==> config.mk <==
export PLATFORM = sky130hd
export DESIGN_NAME = xfer_link_arbiter
export DESIGN_NICKNAME = d
export VERILOG_FILES = /design/src/rtl/xfer_link_arbiter.sv
export SDC_FILE = /design/constraint.sdc
export NUM_CORES = 1
export LEC_CHECK = 0
export BUFFER_PORTS_ARGS = -buffer_cell sky130_fd_sc_hd__buf_2
export CORE_MARGIN = 5
export CORE_UTILIZATION = 45
export DETAILED_ROUTE_END_ITERATION = 6
export PLACE_DENSITY = 0.72
export SLEW_MARGIN = 20
export SYNTH_ARGS = -nofsm -noshare
export SYNTH_HDL_FRONTEND = slang
export SYNTH_SLANG_ARGS = --single-unit
export TNS_END_PERCENT = 100
==> constraint.sdc <==
create_clock -name clk -period 3.41 [get_ports clk]
set_clock_uncertainty 0.2 [all_clocks]
set_input_delay 0.682 -clock clk [delete_from_list [all_inputs] [get_ports clk]]
set_output_delay 0.682 -clock clk [all_outputs]
set_load 0.01 [all_outputs]
==> src/rtl/xfer_link_arbiter.sv <==
// xfer_link_arbiter: two-scanner round-robin arbiter serializing command/payload frames onto a slot-aligned link
//   clk, rst (async, active-high)
//   req[1:0]                 level requests, held until done
//   cmd0/cmd1                command bytes per scanner
//   payload0/payload1        payload bytes, sent only after data commands
//   link_ready               transfer center can accept a frame
//   grant[1:0]               one-hot owner of the frame in progress
//   done[1:0]                one-cycle pulse to owner on the last bit
//   serial_out               MSB-first link bit, 0 while idle
//   frame_sync               high on the MSB cycle of each command byte
//   busy                     frame in progress
//   XFER_FIXED_PRIO_EN       when defined, scanner 0 wins every contested arbitration
module xfer_link_arbiter #(
  parameter int BYTE_W = 8,
  parameter logic [BYTE_W-1:0] DATA_CMD_A = BYTE_W'(7),
  parameter logic [BYTE_W-1:0] DATA_CMD_B = BYTE_W'(8)
) (
  input  logic              clk,
  input  logic              rst,
  input  logic [1:0]        req,
  input  logic [BYTE_W-1:0] cmd0,
  input  logic [BYTE_W-1:0] cmd1,
  input  logic [BYTE_W-1:0] payload0,
  input  logic [BYTE_W-1:0] payload1,
  input  logic              link_ready,
  output logic [1:0]        grant,
  output logic [1:0]        done,
  output logic              serial_out,
  output logic              frame_sync,
  output logic              busy
);
  localparam int CW = $clog2(BYTE_W);
  localparam logic [CW-1:0] LAST = CW'(BYTE_W - 1);
  typedef enum logic [1:0] {IDLE, CMD, DATA} state_t;
  state_t state, state_n;
  logic [CW-1:0] slot_cnt;
  logic [BYTE_W-1:0] sr, pay_q, cmd_sel, pay_sel;
  logic is_data, last_owner, winner, start, slot_end;
  always_comb begin
    slot_end = slot_cnt == LAST;
`ifdef XFER_FIXED_PRIO_EN
    winner = !req[0];
`else
    // the scanner that did not own the previous frame gets first refusal
    winner = req[!last_owner] ? !last_owner : last_owner;
`endif
    cmd_sel = winner ? cmd1 : cmd0;
    pay_sel = winner ? payload1 : payload0;
    // only idle slot boundaries arbitrate, so a finished frame is always followed by a full 0x00 slot
    start = state == IDLE && slot_end && |req && link_ready;
    state_n = start ? CMD :
              (state == CMD && slot_end) ? (is_data ? DATA : IDLE) :
              (state == DATA && slot_end) ? IDLE : state;
    done = (slot_end && (state == DATA || (state == CMD && !is_data))) ? grant : 2'b00;
    serial_out = state != IDLE && sr[BYTE_W-1];
    frame_sync = state == CMD && slot_cnt == '0;
    busy = state != IDLE;
  end
  always_ff @(posedge clk or posedge rst) begin
    if (rst) begin
      slot_cnt <= '0;
      state <= IDLE;
      sr <= '0;
      pay_q <= '0;
      is_data <= 1'b0;
      grant <= 2'b00;
      last_owner <= 1'b1;
    end else begin
      slot_cnt <= slot_cnt + CW'(1);
      state <= state_n;
      if (start) begin
        sr <= cmd_sel;
        pay_q <= pay_sel;
        is_data <= cmd_sel == DATA_CMD_A || cmd_sel == DATA_CMD_B;
        grant <= winner ? 2'b10 : 2'b01;
        last_owner <= winner;
      end else if (state == CMD && slot_end && is_data) begin
        sr <= pay_q;
      end else if (state != IDLE) begin
        sr <= sr << 1;
      end
      if (|done) grant <= 2'b00;
    end
  end
endmodule

==> results.py <==
metrics = {
    "outcome": {
        "run_status": "completed",
    },
    "drt": {
        "drt_pass1_iterations": 4,
        "drt-total-wl_mm": 3.15,
        "drc": 0,
        "vias": 1175,
        "drtIter0Drc": 37,
        "vias_per_cell": 5.34,
        "wl_per_cell_um": 14.3,
        "antenna_left": 0,
    },
    "logic_synthesis": {
        "synth_seq_area_share_pct": 44.7,
        "synth_warnings": 0,
        "synth-edff-count": 0,
        "synth.distinct_cells": 32,
        "avgSynthCellArea_um2": 10.5,
        "syn_area_um2": 1400,
        "synthCells": 134,
        "ys_ff_latch": 25,
        "synth_fp_nets": 174,
        "synth_ff_type": "dfrtp_1",
        "synth-async-reset-ratio_pct": 100,
    },
    "sta": {
        "min_period_over_period_pct": 72.3,
        "final-setup-viol-count": 0,
        "max_freq_ghz": 0.405,
        "max-slew-margin-rel_pct": 38.5,
        "hold_violations": 0,
        "rsz0062_at_grt": "false",
        "tightest_slew_ps": 922,
        "setup_tns_ps": 0,
        "drv_slew": 0,
        "fin_crit_ps": 2470,
    },
    "floorplanning": {
        "fp.coreArea_um2": 3030,
        "die_y_um": 65.9,
        "pin_count": 44,
        "die_x_um": 65.9,
        "rows": 20,
        "start_util_pct": 46.4,
        "die_area_um2": 4340,
    },
    "grt": {
        "grt_pass1_vias": 1127,
        "track_usage_pct": 15.5,
        "grt_remaining_overflow": 0,
        "antenna_found_initial": 0,
        "grt_max_degree": 30,
        "grt_pass1_wl_mm": 5.25,
    },
    "power_and_ir_drop": {
        "ir_worst_vdd_mv": 0.167,
        "total_power_w": 0.000661,
        "p_per_area_nw_per_um2": 389,
        "leakage_nw": 0.850,
    },
    "setup_path": {
        "crit_path_end_kind": "output port",
        "critPathArrivalTime_ps": 1580,
        "crit_required_ps": 2530,
        "cp_max_fo": 7,
        "start_kind": "flop",
        "reg2reg_depth": 6,
        "critical_path_class": "flop to output port",
    },
    "clocking": {
        "cts.path.max_buffers": 2,
        "numClockSinks": 25,
        "numCtsBuffers": 3,
        "postCtsSetupBuffers": 0,
        "cts.htree.levels": 1,
        "cts_resized": 0,
        "holdBufCountCts": 0,
        "clk_latency_ps": 320,
        "root_buffer": "clkbuf_4",
        "cts.clk_slew.worst_paths_ps": 120,
        "cts_tree": "done",
    },
    "finish": {
        "layout-drive-gt1-share_pct": 31.8,
        "layout_common_cells": "buf_2, dfrtp_1, mux2i_1",
        "n_antenna_cell": 0,
        "final_cells": 220,
        "fillers": 268,
        "layout_commonest_cell": "buf_2",
        "area_delta_synth_final_pct": 21.1,
        "fin_nets": 217,
    },
    "place": {
        "placed_cells": 216,
        "io_buffers": 43,
        "dp_hpwl_mm": 2.43,
        "place_congestion": 0.826,
    },
    "min_path": {
        "hold_depth": 1,
        "hold_path_class": "flop to flop",
    },
    "job": {
        "cap_violations": 0,
    },
}
[cell usage after synthesis (all sizes together) (4+ instances only)]
cell | count | share of area (%)
nand3 | 5 | 1.8
dfrtp | 24 | 43
and2 | 7 | 3.1
a211oi | 7 | 3.7
mux2i | 20 | 14
o21ai | 13 | 4.6
nand2 | 11 | 2.9
clkbuf | 4 | 1.1
inv | 7 | 1.9
[metal layers]
layer	part of all wire, %	up-vias	global-route usage (%)
li1	-	581	-
met1	46	553	21.1
met2	46	37	24.7
met3	6.9	4	3.57
met4	1.2	0	3.89
met5	0	-	0
[final cells by class]
cell class	count	area, µm²	share of cell area, %
multi-input cells	95	736	43.3
flip-flops and latches	25	627	36.9
well taps	44	55.1	3.24
inverters	7	26.3	1.55
clock buffers	4	26.3	1.55
repair buffers	45	230	13.5
[power breakdown]
| group | leakage, nW | internal [W] | switching [W] |
|---|---|---|---|
| Sequential | 0.309 | 0.000343 | 0.0000278 |
| Clock | 0.0150 | 0.0000458 | 0.0000841 |
| Combinational | 0.526 | 0.0000804 | 0.0000799 |
| Total | 0.850 | 0.000469 | 0.000192 |
[state kept, by name, summed over array words and instances (netlist names)]
signal      flops
grant           2
slot_cnt        3
sr              8
state           2
pay_q           8
last_owner      1
is_data         1
[worst paths after layout]
kind	startpoint	to	slack [ps]
max	slot_cnt[0]$_DFF_PP0_	done[1]	940
min	slot_cnt[0]$_DFF_PP0_	slot_cnt[0]$_DFF_PP0_	260
max reg2reg	slot_cnt[0]$_DFF_PP0_	sr[3]$_DFFE_PP0P_	1000
min reg2reg	slot_cnt[0]$_DFF_PP0_	slot_cnt[0]$_DFF_PP0_	260
max in group asynchronous	rst	grant[1]$_DFFE_PP0P_	2110
min in group asynchronous	rst	pay_q[4]$_DFFE_PP0P_	340
[cell families (layout without fill, tap and decap cells)]
kind of cell    after synthesis  in the layout  synth area share [%]
fa+ha+maj                     3              3                  2.67
buf+inv                      14             56                  4.01
compound gates               34             34                  18.1
simple gates                 37             37                  15.5
flops                        25             25                  44.7
mux                          21             21                  15.1
[per-stage QoR]
step,setup slack (ps),hold WS (ps),area [µm²],utilization [%]
2_1_floorplan,1240,218,1400,-
3_3_place_gp,1100,226,1670,55.0
6_report,944,260,1700,56.2
4_1_cts,925,270,1690,55.9
5_1_grt,764,286,1700,56.2
3_5_place_dp,1000,252,1670,55.0
[worst max-delay path: stages (launching register included)]
cell and delay, ps:
dfrtp_1 400, ha_1 200, ha_1 250, o21a_1 140, and2_1 140, buf_2 130
No activity file was read; power rests on OpenSTA's default activity.
